$ cat config.mk
export PLATFORM = sky130hd
export DESIGN_NAME = id_exe_pipe_stage
export DESIGN_NICKNAME = d
export VERILOG_FILES = /design/src/rtl/id_exe_pipe_stage.sv
export SDC_FILE = /design/constraint.sdc
export NUM_CORES = 1
export LEC_CHECK = 0
export BUFFER_PORTS_ARGS = -buffer_cell sky130_fd_sc_hd__buf_2
export CAP_MARGIN = 20
export CORE_MARGIN = 2
export CORE_UTILIZATION = 59
export DETAILED_ROUTE_END_ITERATION = 10
export PLACE_DENSITY_LB_ADDON = 0.15
export SYNTH_ARGS = -nofsm -noshare
export SYNTH_HDL_FRONTEND = slang
export SYNTH_SLANG_ARGS = --single-unit
$ cat constraint.sdc
create_clock -name clk_i -period 2.4 [get_ports clk_i]
set_input_delay 0.36 -clock clk_i [delete_from_list [all_inputs] [get_ports clk_i]]
set_output_delay 0.36 -clock clk_i [all_outputs]
set_load 0.01 [all_outputs]
$ cat src/rtl/id_exe_pipe_stage.sv
// rtl/id_exe_pipe_stage.sv - ID->EXE pipeline register with valid/ready, optional skid entry, flush and stall counter
module id_exe_pipe_stage #(
    parameter int DW    = 32,
    parameter int RNW   = 5,
    parameter int ALUCW = 3,
    parameter int CTRLW = 6,
    parameter int SKID  = 1,
    parameter int CNTW  = 16
) (
    input  logic             clk_i,
    input  logic             clrn_i,
    input  logic             in_valid_i,
    output logic             in_ready_o,
    input  logic [DW-1:0]    id_a_i,
    input  logic [DW-1:0]    id_b_i,
    input  logic [DW-1:0]    id_imm_i,
    input  logic [RNW-1:0]   id_rn_i,
    input  logic [ALUCW-1:0] id_aluc_i,
    input  logic [CTRLW-1:0] id_ctrl_i,
    input  logic             flush_i,
    output logic             out_valid_o,
    input  logic             out_ready_i,
    output logic [DW-1:0]    exe_a_o,
    output logic [DW-1:0]    exe_b_o,
    output logic [DW-1:0]    exe_imm_o,
    output logic [RNW-1:0]   exe_rn_o,
    output logic [ALUCW-1:0] exe_aluc_o,
    output logic [CTRLW-1:0] exe_ctrl_o,
    output logic [CNTW-1:0]  stall_cnt_o
);

    localparam int  PW       = 3 * DW + RNW + ALUCW + CTRLW;
    localparam bit  USE_SKID = (SKID != 0);

    logic [PW-1:0]    in_pl;
    logic [PW-1:0]    out_pl_q, out_pl_d;
    logic [PW-1:0]    skid_pl_q, skid_pl_d;
    logic             out_valid_q, out_valid_d;
    logic             skid_valid_q, skid_valid_d;
    logic [CNTW-1:0]  stall_q, stall_d;
    logic [CTRLW-1:0] ctrl_raw;
    logic             accept;
    logic             consume;

    assign in_pl   = {id_a_i, id_b_i, id_imm_i, id_rn_i, id_aluc_i, id_ctrl_i};
    assign accept  = in_valid_i & in_ready_o;
    assign consume = out_valid_q & out_ready_i;

    // With a skid entry, ready is a flop output so out_ready never reaches in_ready combinationally
    generate
        if (USE_SKID) begin : g_ready_skid
            assign in_ready_o = ~skid_valid_q;
        end else begin : g_ready_pass
            assign in_ready_o = out_ready_i | ~out_valid_q;
        end
    endgenerate

    // Next-state: flush wins; the skid entry always drains before any newer input is taken
    always_comb begin
        out_pl_d     = out_pl_q;
        skid_pl_d    = skid_pl_q;
        out_valid_d  = out_valid_q;
        skid_valid_d = skid_valid_q;
        if (flush_i) begin
            out_valid_d  = 1'b0;
            skid_valid_d = 1'b0;
        end else if (!out_valid_q || consume) begin
            if (skid_valid_q) begin
                out_pl_d     = skid_pl_q;
                out_valid_d  = 1'b1;
                skid_valid_d = 1'b0;
            end else if (accept) begin
                out_pl_d    = in_pl;
                out_valid_d = 1'b1;
            end else begin
                out_valid_d = 1'b0;
            end
        end else if (accept && USE_SKID) begin
            skid_pl_d    = in_pl;
            skid_valid_d = 1'b1;
        end
    end

    // Stall counter saturates at all-ones; flush leaves it untouched
    always_comb begin
        stall_d = stall_q;
        if (out_valid_q && !out_ready_i && (stall_q != {CNTW{1'b1}})) begin
            stall_d = stall_q + 1'b1;
        end
    end

    // State registers; reset drops every held entry
    always_ff @(posedge clk_i or negedge clrn_i) begin
        if (!clrn_i) begin
            out_pl_q     <= '0;
            skid_pl_q    <= '0;
            out_valid_q  <= 1'b0;
            skid_valid_q <= 1'b0;
            stall_q      <= '0;
        end else begin
            out_pl_q     <= out_pl_d;
            skid_pl_q    <= skid_pl_d;
            out_valid_q  <= out_valid_d;
            skid_valid_q <= skid_valid_d;
            stall_q      <= stall_d;
        end
    end

    assign {exe_a_o, exe_b_o, exe_imm_o, exe_rn_o, exe_aluc_o, ctrl_raw} = out_pl_q;
    // A bubble must never carry wreg/wmem into EXE
    assign exe_ctrl_o  = out_valid_q ? ctrl_raw : '0;
    assign out_valid_o = out_valid_q;
    assign stall_cnt_o = stall_q;

endmodule

==> metrics.yaml, run 1 <==
power_and_ir_drop:
  leakage_nw: 5.550
  total_power_mw: 10.94
  ir_worst_vdd_uv: 670.5
  power_per_cell_area_nw_per_um2: 886.1
critical_path:
  critPathMaxFanout: 111
  timing.critical_path.arrival_ns: 1.89
  worstSetupStartpointType: "flop"
  critical_path_class: "reg2out"
  required_ns: 2.04
  critPathCaptureType: "output port"
grt:
  grt_first_pass_wirelength_microns: 34760
  grtUsageTotal: 0.2181
  grt_start_max_net_pins: 112
  initial_antenna_violation_count: 5
  most_crowded_layer_gr: "met2"
  grt_pass1_vias: 6811
  use_met2: 0.3515
  grtUsageMet3: 0.05421
  grt.overflow.total: 0
  grtUsageMet1: 0.2987
timing:
  timing.final.max_slew_violations: 0
  finalSetupViolCount: 0
  timing_worst_slew_pin_value_ns: 0.8384
  slew_headroom: 0.4411
  grt_setup_unrepaired: "no"
  total_negative_setup_slacks_ns: 0
  final_hold_viol_count: 0
  final_period_minus_worst_setup_slack_ns: 2.253
  max_freq_ghz: 0.4439
  timing.hold.ws_ns: 0.05878
  final.setup_skew_ns: 0.01106
  finalCritPeriodShare: 0.9387
clocking:
  cts_max_path_buffers: 3
  cts_made_buffers: 26
  cts.repair.resized: 0
  clk-insertion-delay-late_ns: 0.51
  cts.repair_timing.setup_buffer_count: 0
  tritoncts: "done"
  clock_slew_at_the_register_clock_pins_of_the_worst_setup_and_hold_paths_ns: 0.06
  htree_num_levels: 1
  number_of_clock_sinks: 238
  root_buffer: "sky130_fd_sc_hd__clkbuf_16"
  cts_hold_buf: 1
logic_synthesis:
  post_synth.cell_area_avg_sq_um: 11.93
  synth-warning-count: 0
  postSynthNetCount: 1014
  dominant_combinational_cell_family_by_area_after_synthesis: "multiplexers"
  post_synth_instance_area_sq_um: 10710
  synth-compound-area-share: 0.05407
  postSynthRegisterBits: 238
  sequential_fraction_of_the_synthesis_area: 0.5559
  syn-instance-count: 898
  post_synth_fa_ha_maj_area_fraction: 0.001168
  synth_xor_xnor_area_share: 0.01144
  synth.mux.area_fraction: 0.2194
  yosys.area_share.simple: 0.06493
  synth.distinct_cells: 32
die:
  die_footprint_sq_um: 19250
  core_region_area_sq_um: 17900
  initial_core_utilization: 0.5985
  placementRows: 49
  ios: 243
  fp.dieH_microns: 138.8
  floorplan.die.width_microns: 138.8
route:
  detail_route.wl_per_cell_microns: 16.39
  drt-vias-per-instance: 5.295
  drt-pass1-iter-count: 6
  post-route-drc-count: 0
  totalWireLength_microns: 21050
  dr_total_vias: 6799
  drt_first_iter_violations: 283
  detail-route-antenna-nets: 0
cells_and_area:
  layout.cells.most_common_list: "sky130_fd_sc_hd__buf_2, sky130_fd_sc_hd__dfrtp_1, sky130_fd_sc_hd__nor2_1"
  design.final.nets: 1148
  layout-drive-gt1-share: 0.2890
  seq_area_sq_um: 5959
  n_fill_cell: 1358
  area_growth_syn_to_layout_pct: 15.24
  multi_input_comb_area_sq_um: 3779
  final_area_sq_um: 12350
  most_common_cell_after_layout_fill_and_taps_aside: "sky130_fd_sc_hd__buf_2"
outcome:
  outcome: "completed"
flow_run:
  maxCapViolations: 0
placement:
  finalWeightedCongestion: 0.8515
  placed_area_sq_um: 11480
  detailedPlacementHpwl_microns: 13820
  io_buffers: 242
min_path:
  worstHoldPathType: "in2reg"
state kept, by name (all words and copies together) (netlist names):
name / cells
out_pl_q: 110
out_valid_o: 1
skid_pl_q: 110
skid_valid_q: 1
stall_cnt_o: 16
where the power goes:
group	leakage, nW	switching, mW	internal, mW	total [mW]
Sequential	2.79	0.473	4.84	5.31
Combinational	2.33	0.872	0.833	1.70
Clock	0.423	1.55	2.38	3.92
cell type report:
class                   count  area share
repair buffers            260      0.1182
clock inverters             9    0.008208
clock buffers              39     0.06080
diodes                      3   0.0006080
inverters                   1   0.0003040
multi-input cells         505      0.3060
flip-flops and latches    238      0.4827
well taps                 229     0.02321
worst paths after layout:
check                              start              to  slack, ns  depth (start not counted)
max in group asynchronous         clrn_i    out_pl_q[31]       1.34                          3
setup reg to reg             out_valid_o   out_pl_q[103]       0.52                          6
setup / recovery            skid_valid_q      in_ready_o       0.15                          3
min in group asynchronous         clrn_i  skid_pl_q[101]       0.38                          2
hold reg to reg            skid_pl_q[79]   skid_pl_q[79]       0.49                          1
hold / removal                   flush_i     out_valid_o       0.06                          2
through the flow:
step	setup slack, ns	util	instances
6_report	0.1472	0.6897	1284
5_1_grt	0.1433	0.6897	1284
2_1_floorplan	0.7299	-	898
3_5_place_dp	0.5572	0.6411	1232
4_1_cts	0.1834	0.6893	1281
3_3_place_gp	0.6147	0.6411	1232
worst max-delay path, stage by stage, from the launching register on:
cell and delay (ns):
sky130_fd_sc_hd__dfrtp_4 0.43, sky130_fd_sc_hd__buf_12 0.60, sky130_fd_sc_hd__inv_1 0.07, sky130_fd_sc_hd__buf_2 0.16
synth_stat cells:
cell | count | area [sq um]
sky130_fd_sc_hd__dfrtp_1 | 238 | 5956
sky130_fd_sc_hd__nor2_1 | 115 | 431.7
sky130_fd_sc_hd__a21oi_1 | 111 | 555.5
sky130_fd_sc_hd__mux2_1 | 111 | 1250
sky130_fd_sc_hd__mux2i_1 | 110 | 1101
sky130_fd_sc_hd__buf_4 | 104 | 780.8
sky130_fd_sc_hd__clkbuf_1 | 27 | 101.4
sky130_fd_sc_hd__buf_2 | 20 | 100.1
sky130_fd_sc_hd__xor2_1 | 9 | 78.83
sky130_fd_sc_hd__and2_1 | 6 | 37.54
sky130_fd_sc_hd__nand3_1 | 5 | 25.02
sky130_fd_sc_hd__nand4_1 | 5 | 31.28
sky130_fd_sc_hd__nor3_1 | 5 | 25.02
sky130_fd_sc_hd__xnor2_1 | 5 | 43.79
sky130_fd_sc_hd__nor4_1 | 4 | 25.02
sky130_fd_sc_hd__buf_1 | 3 | 11.26
sky130_fd_sc_hd__nand2_1 | 3 | 11.26
sky130_fd_sc_hd__nor2b_1 | 2 | 12.51
sky130_fd_sc_hd__o21ai_0 | 2 | 10.01
sky130_fd_sc_hd__and4bb_1 | 1 | 12.51
sky130_fd_sc_hd__ha_1 | 1 | 12.51
sky130_fd_sc_hd__inv_1 | 1 | 3.750
sky130_fd_sc_hd__nand2b_1 | 1 | 6.260
sky130_fd_sc_hd__nand3b_1 | 1 | 7.510
sky130_fd_sc_hd__nand4_2 | 1 | 12.51
sky130_fd_sc_hd__nand4b_1 | 1 | 8.760
sky130_fd_sc_hd__nor3b_1 | 1 | 7.510
sky130_fd_sc_hd__nor4_4 | 1 | 21.27
sky130_fd_sc_hd__nor4b_1 | 1 | 8.760
sky130_fd_sc_hd__o2111ai_1 | 1 | 8.760
sky130_fd_sc_hd__o21ai_1 | 1 | 5.000
sky130_fd_sc_hd__or4_4 | 1 | 11.26
logic make-up (layout without fill, tap and decap cells):
kind of cell               after synthesis  count (layout)
DFF                                    238             238
muxes                                  221             221
other                                    0               3
xor gates and xnor gates                14              14
adders and majority gates                1               1
AOI/OAI and AO/OA                      115             115
buffers and inverters                  155             309
and+or+nand+nor                        154             154
routing by layer:
| metal | part of all wire | wire length [microns] |
|---|---|---|
| met5 | 0.0013 | 27 |
| met4 | 0.020 | 423 |
| met2 | 0.47 | 9871 |
| met1 | 0.44 | 9273 |
| met3 | 0.069 | 1453 |
Power figures use the tool's default switching activity.
==> run 2: changes to the inputs <==
- ABC_CLOCK_PERIOD_IN_PS: not set -> 2900
- clock period: 2.4 -> 2.9 ns (I/O delays scaled with it)
==> run 2 against run 1 <==
Compared with the run above:
- power shrank 18%
- register-to-register slack gained 0.30 ns
- global-route usage shrank 0.42 points
- die area is the same
- first-iteration DRC count grew 11%
- hold slack gained 0.065 ns
- sequential share of layout area grew 0.31 points
- clock skew shrank 0.0033 ns
- largest cell class unchanged
==> metrics.yaml, run 2 (synthesis results as in run 1) <==
outcome:
  outcome: "completed"
min_path:
  min-delay-start: "flush_i"
  worstHoldPathType: "in2reg"
timing:
  final.setup_skew_ns: 0.007787
  total_negative_setup_slacks_ns: 0
  final_hold_viol_count: 0
  slew_headroom: 0.3912
  grt_setup_unrepaired: "no"
  timing_worst_slew_pin_value_ns: 0.9132
  finalCritPeriodShare: 0.7791
  finalSetupViolCount: 0
  timing.final.max_slew_violations: 0
  final_period_minus_worst_setup_slack_ns: 2.259
  max_freq_ghz: 0.4426
cells_and_area:
  design.final.nets: 1141
  layout-drive-gt1-share: 0.2854
  final_area_sq_um: 12270
  layout.cells.most_common_list: "sky130_fd_sc_hd__buf_2, sky130_fd_sc_hd__dfrtp_1, sky130_fd_sc_hd__nor2_1"
  area_growth_syn_to_layout_pct: 14.49
  most_common_cell_after_layout_fill_and_taps_aside: "sky130_fd_sc_hd__buf_2"
  n_fill_cell: 1370
power_and_ir_drop:
  leakage_nw: 5.504
  net_switching_component_of_the_power_mw: 2.365
  switching_share: 0.2641
  total_power_mw: 8.958
  p_comb_frac: 0.157
  cellInternalPower_mw: 6.593
  seqPwrFrac: 0.490
  power_per_cell_area_nw_per_um2: 730.3
  ir_worst_vdd_uv: 464.1
  clockPowerShare: 0.352
route:
  drt_first_iter_violations: 314
  drt-pass1-iter-count: 6
  detail_route.wl_per_cell_microns: 16.35
  met3_length_microns: 1471
  detail-route-antenna-nets: 0
  m1WireLength_microns: 9250
  dr_wl_met2_microns: 9584
  route.top_layer_used: "met5"
  totalWireLength_microns: 20860
  post-route-drc-count: 0
  dr_total_vias: 6792
  drt-vias-per-instance: 5.323
die:
  die_footprint_sq_um: 19250
  core_region_area_sq_um: 17900
  ios: 243
  initial_core_utilization: 0.5985
  fp.dieH_microns: 138.8
  floorplan.die.width_microns: 138.8
  placementRows: 49
critical_path:
  timing.critical_path.buf_inv: 3
  timing.critical_path.arrival_ns: 1.82
  setup.worst_path.start: "skid_valid_q"
  slowest_delay_ns: 0.51
  cp_cell_sequence: "buf_12 > inv_1 > buf_2"
  critical_path.reg2reg.startpoint: "out_valid_o"
  worst_path_dominant_cell_family: "buffers and inverters"
  critPathCaptureType: "output port"
  critPathMaxFanout: 111
  critical_path_class: "reg2out"
  critical-path-slowest-cell: "sky130_fd_sc_hd__buf_12"
  worstSetupStartpointType: "flop"
  required_ns: 2.47
  reg2reg_slack_ns: 0.82
grt:
  grt_start_max_net_pins: 115
  grt_first_pass_wirelength_microns: 34140
  grt_pass1_vias: 6901
  grtUsageTotal: 0.2138
  initial_antenna_violation_count: 3
  grt.overflow.total: 0
clocking:
  root_buffer: "sky130_fd_sc_hd__clkbuf_16"
  cts_max_path_buffers: 3
  clock_slew_at_the_register_clock_pins_of_the_worst_setup_and_hold_paths_ns: 0.06
  clk-insertion-delay-late_ns: 0.51
  cts.repair.resized: 0
  cts.repair_timing.setup_buffer_count: 0
  htree_num_levels: 1
  cts_made_buffers: 25
  tritoncts: "done"
  number_of_clock_sinks: 238
placement:
  placed_area_sq_um: 11420
  io_buffers: 242
  detailedPlacementHpwl_microns: 13650
  finalWeightedCongestion: 0.8001
flow_run:
  maxCapViolations: 0
## run 2: layer usage
layer,vias up,global-route usage
li1,3248,-
met5,-,0
met4,2,0.07283
met2,194,0.3395
met3,37,0.05352
met1,3311,0.2920
## run 2: worst register-to-register path, delay by kind of cell, from the launching register on
kind | cells | cell delay, ns
buffers and inverters | 1 | 0.39
flip-flops | 1 | 0.47
multiplexers | 1 | 0.34
AND/OR/NAND/NOR | 2 | 0.76
## run 2: path summary, 6_finish.rpt
| check | cells after the start | to |
|---|---|---|
| worst max-delay path | 3 | in_ready_o |
| worst min-delay path | 2 | out_valid_o |
| worst max register to register | 4 | skid_pl_q[86] |
| worst min register to register | 1 | skid_pl_q[99] |
| max in group asynchronous | 3 | out_pl_q[40] |
| min in group asynchronous | 2 | out_pl_q[99] |
## run 2: cell type report
type,instances,area [sq um],area share
inverter,1,3.754,0.0003060
sequential,238,5959,0.4858
clock inverter,5,53.80,0.004386
multi-input combinational,505,3779,0.3080
tap,229,286.5,0.02336
antenna,3,7.507,0.0006120
timing repair buffer,254,1401,0.1142
clock buffer,41,775.7,0.06324
## run 2: repair_timing
action / 4_1_cts / 5_1_grt
hold buffers: 1 / 0
endpoints found under the hold margin: 75 / 0
setup endpoints to repair: 0 / 0
## run 2: through the flow
| step | hold WS (ns) | util | std cells | setup slack (ns) |
|---|---|---|---|---|
| floorplan | 0.1394 | - | 898 | 1.230 |
| detailed placement | 0.4561 | 0.6379 | 1226 | 0.7753 |
| global placement | 0.4586 | 0.6379 | 1226 | 0.7989 |
| global route | 0.1119 | 0.6851 | 1275 | 0.5331 |
| CTS | 0.1052 | 0.6848 | 1273 | 0.5919 |
| finish | 0.1239 | 0.6852 | 1276 | 0.6407 |
## run 2: power by group through the flow
stage / logic [mW] / registers (mW) / clock network (mW)
2_1_floorplan: 1.16 / 4.36 / 0
3_3_place_gp: 1.37 / 4.42 / 0
3_5_place_dp: 1.42 / 4.44 / 0
4_1_cts: 1.44 / 4.39 / 3.25
5_1_grt: 1.58 / 4.49 / 3.35
6_report: 1.41 / 4.39 / 3.16
==> run 3: changes to the inputs <==
- ABC_AREA: not set -> 1
- ABC_CLOCK_PERIOD_IN_PS: 2900 -> 2000
- CORE_UTILIZATION: 59 -> 50
- clock period: 2.9 -> 2 ns (I/O delays scaled with it)
==> run 3 against run 2 <==
Compared with the run above:
- design area is 6.5% higher
- sequential cell count stayed put
- sequential power is 44% higher
- setup slack worse by 0.51 ns
- clock skew is 0.0019 ns lower
- cell count is 37% higher
- power is 52% higher
- combinational power is 72% higher
- routed wire length is 14% higher
- first-iteration DRC count is 47% higher
- global-route usage is 1.6 points lower
- critical path type unchanged
==> metrics.yaml, run 3 <==
outcome:
  outcome: "completed"
logic_synthesis:
  sequential_fraction_of_the_synthesis_area: 0.5172
  leading_register_cell_type_out_of_synthesis: "sky130_fd_sc_hd__dfrtp_1"
  synth_top_cells_by_area: "sky130_fd_sc_hd__dfrtp_1, sky130_fd_sc_hd__nand2_1, sky130_fd_sc_hd__o21ai_0"
  postSynth.asyncResetShare: 1.000
  yosysMostFrequentCell: "sky130_fd_sc_hd__nand2_1"
  post_synth_instance_area_sq_um: 11510
  post_synth_edffs: 0
  synth.distinct_cells: 23
  yosysTopAreaCell: "sky130_fd_sc_hd__dfrtp_1"
  post_synth.cell_area_avg_sq_um: 8.638
  synth-warning-count: 0
  postSynthRegisterBits: 238
  synth_largest_type_area_fraction: 0.5172
  syn-instance-count: 1333
  synth_commonest_cells: "sky130_fd_sc_hd__nand2_1, sky130_fd_sc_hd__dfrtp_1, sky130_fd_sc_hd__o21ai_0, sky130_fd_sc_hd__inv_1, sky130_fd_sc_hd__buf_4"
  postSynthNetCount: 1449
power_and_ir_drop:
  power_per_cell_area_nw_per_um2: 1039
  net_switching_component_of_the_power_mw: 3.768
  cellInternalPower_mw: 9.817
  seqPwrFrac: 0.466
  p_comb_frac: 0.179
  leakage_nw: 7.088
  switching_share: 0.2774
  ir_worst_vdd_uv: 552.7
  clockPowerShare: 0.355
  total_power_mw: 13.58
die:
  ios: 243
  fp.dieH_microns: 155.8
  initial_core_utilization: 0.5086
  die_footprint_sq_um: 24260
  core_region_area_sq_um: 22640
  floorplan.die.width_microns: 155.8
  placementRows: 55
critical_path:
  critical_path_class: "reg2out"
  critPathCaptureType: "output port"
  required_ns: 1.70
  reg2reg_slack_ns: 0.28
  critPathMaxFanout: 65
  timing.critical_path.arrival_ns: 1.57
  worstSetupStartpointType: "flop"
timing:
  max_freq_ghz: 0.5350
  timing_worst_slew_pin_value_ns: 0.6399
  timing.hold.ws_ns: 0.03959
  timing.final.max_slew_violations: 0
  final.setup_skew_ns: 0.005934
  total_negative_setup_slacks_ns: 0
  finalSetupViolCount: 0
  grt_setup_unrepaired: "no"
  final_hold_viol_count: 0
  slew_headroom: 0.5734
  final_period_minus_worst_setup_slack_ns: 1.869
  finalCritPeriodShare: 0.9345
cells_and_area:
  layout.cells.most_common_list: "sky130_fd_sc_hd__nand2_1, sky130_fd_sc_hd__buf_2, sky130_fd_sc_hd__dfrtp_1"
  most_common_cell_after_layout_fill_and_taps_aside: "sky130_fd_sc_hd__nand2_1"
  area_growth_syn_to_layout_pct: 13.50
  final_area_sq_um: 13070
  layout-drive-gt1-share: 0.2737
  design.final.nets: 1563
flow_run:
  maxCapViolations: 0
route:
  detail_route.wl_per_cell_microns: 13.64
  totalWireLength_microns: 23880
  drt-pass1-iter-count: 5
  dr_total_vias: 8400
  drt-vias-per-instance: 4.797
  drt_first_iter_violations: 463
  detail-route-antenna-nets: 0
  post-route-drc-count: 0
clocking:
  tritoncts: "done"
  clock_slew_at_the_register_clock_pins_of_the_worst_setup_and_hold_paths_ns: 0.06
  cts.repair_timing.setup_buffer_count: 0
  root_buffer: "sky130_fd_sc_hd__clkbuf_16"
  clk-insertion-delay-late_ns: 0.51
  cts_max_path_buffers: 3
  number_of_clock_sinks: 238
  htree_num_levels: 1
  cts_made_buffers: 26
placement:
  finalWeightedCongestion: 0.8321
  io_buffers: 242
  placed_area_sq_um: 12130
  detailedPlacementHpwl_microns: 15680
grt:
  grt_pass1_vias: 7920
  grtUsageTotal: 0.1979
  initial_antenna_violation_count: 2
  grt_first_pass_wirelength_microns: 39720
  grt_start_max_net_pins: 117
  grt.overflow.total: 0
min_path:
  worstHoldPathType: "in2reg"
==> run 3: final cells by class <==
class	instances	area (sq um)
fill	2098	9572
sequential	238	5957
multi-input combinational	786	3814
timing repair buffer	263	1534
clock buffer	41	798.3
inverter	131	523.0
tap	285	356.6
clock inverter	5	75.07
timing repair inverter	1	8.758
antenna	1	2.502
==> run 3: through the flow <==
step           instances    util  setup WS (ns)
2_1_floorplan       1333       -         0.4111
3_3_place_gp        1701  0.5356         0.1746
3_5_place_dp        1701  0.5356         0.1008
4_1_cts             1750  0.5770        0.06000
5_1_grt             1751  0.5772        0.04396
6_report            1751  0.5772         0.1310
==> run 3: critical path: stages, from the launching register on <==
cell and delay [ns]:
sky130_fd_sc_hd__dfrtp_2 0.47, sky130_fd_sc_hd__bufinv_16 0.35, sky130_fd_sc_hd__buf_2 0.19
==> run 3: routing by layer <==
layer	global-route usage	routed length [microns]	share of wire	vias to the layer above
li1	-	-	-	4350
met1	0.2873	11290	0.47	3800
met2	0.3038	10660	0.45	204
met3	0.04444	1412	0.059	44
met4	0.04762	497	0.021	2
met5	0	13	0.00054	-
==> run 3: path summary, 6_finish.rpt <==
check	start	to	cells past startpoint
setup / recovery	skid_valid_q	in_ready_o	2
hold / removal	id_ctrl_i[1]	skid_pl_q[1]	3
setup reg to reg	skid_valid_q	skid_pl_q[48]	5
hold reg to reg	skid_pl_q[56]	skid_pl_q[56]	2
max in group asynchronous	clrn_i	out_pl_q[67]	3
min in group asynchronous	clrn_i	stall_cnt_o[1]	2
==> run 3: cells by family (layout without fill, tap and decap cells) <==
group	after synthesis	count (layout)	share of synthesized area
other	0	1	0
adder cells (fa/ha/maj)	1	1	0.001086
AND/OR/NAND/NOR	438	438	0.1466
buffers and inverters	309	441	0.1525
XOR/XNOR	7	7	0.005324
AO/OA/AOI/OAI	340	340	0.1773
flip-flops	238	238	0.5172
==> run 3: repair_timing <==
item                                    4_1_cts  5_1_grt
hold buffers                                  2        0
endpoints found under the hold margin       152        0
endpoints found under the setup margin        1       12
resized for setup                             3        4
cloned                                        1        1
==> run 3: power groups by stage <==
| stage | combinational [mW] | sequential, mW | clock [mW] |
|---|---|---|---|
| after floorplan | 2.03 | 6.29 | 0 |
| final | 2.43 | 6.34 | 4.82 |
| after global routing | 2.80 | 6.46 | 5.16 |
| after global placement | 2.41 | 6.37 | 0 |
| after detailed placement | 2.46 | 6.40 | 0 |
| after CTS | 2.48 | 6.33 | 4.95 |
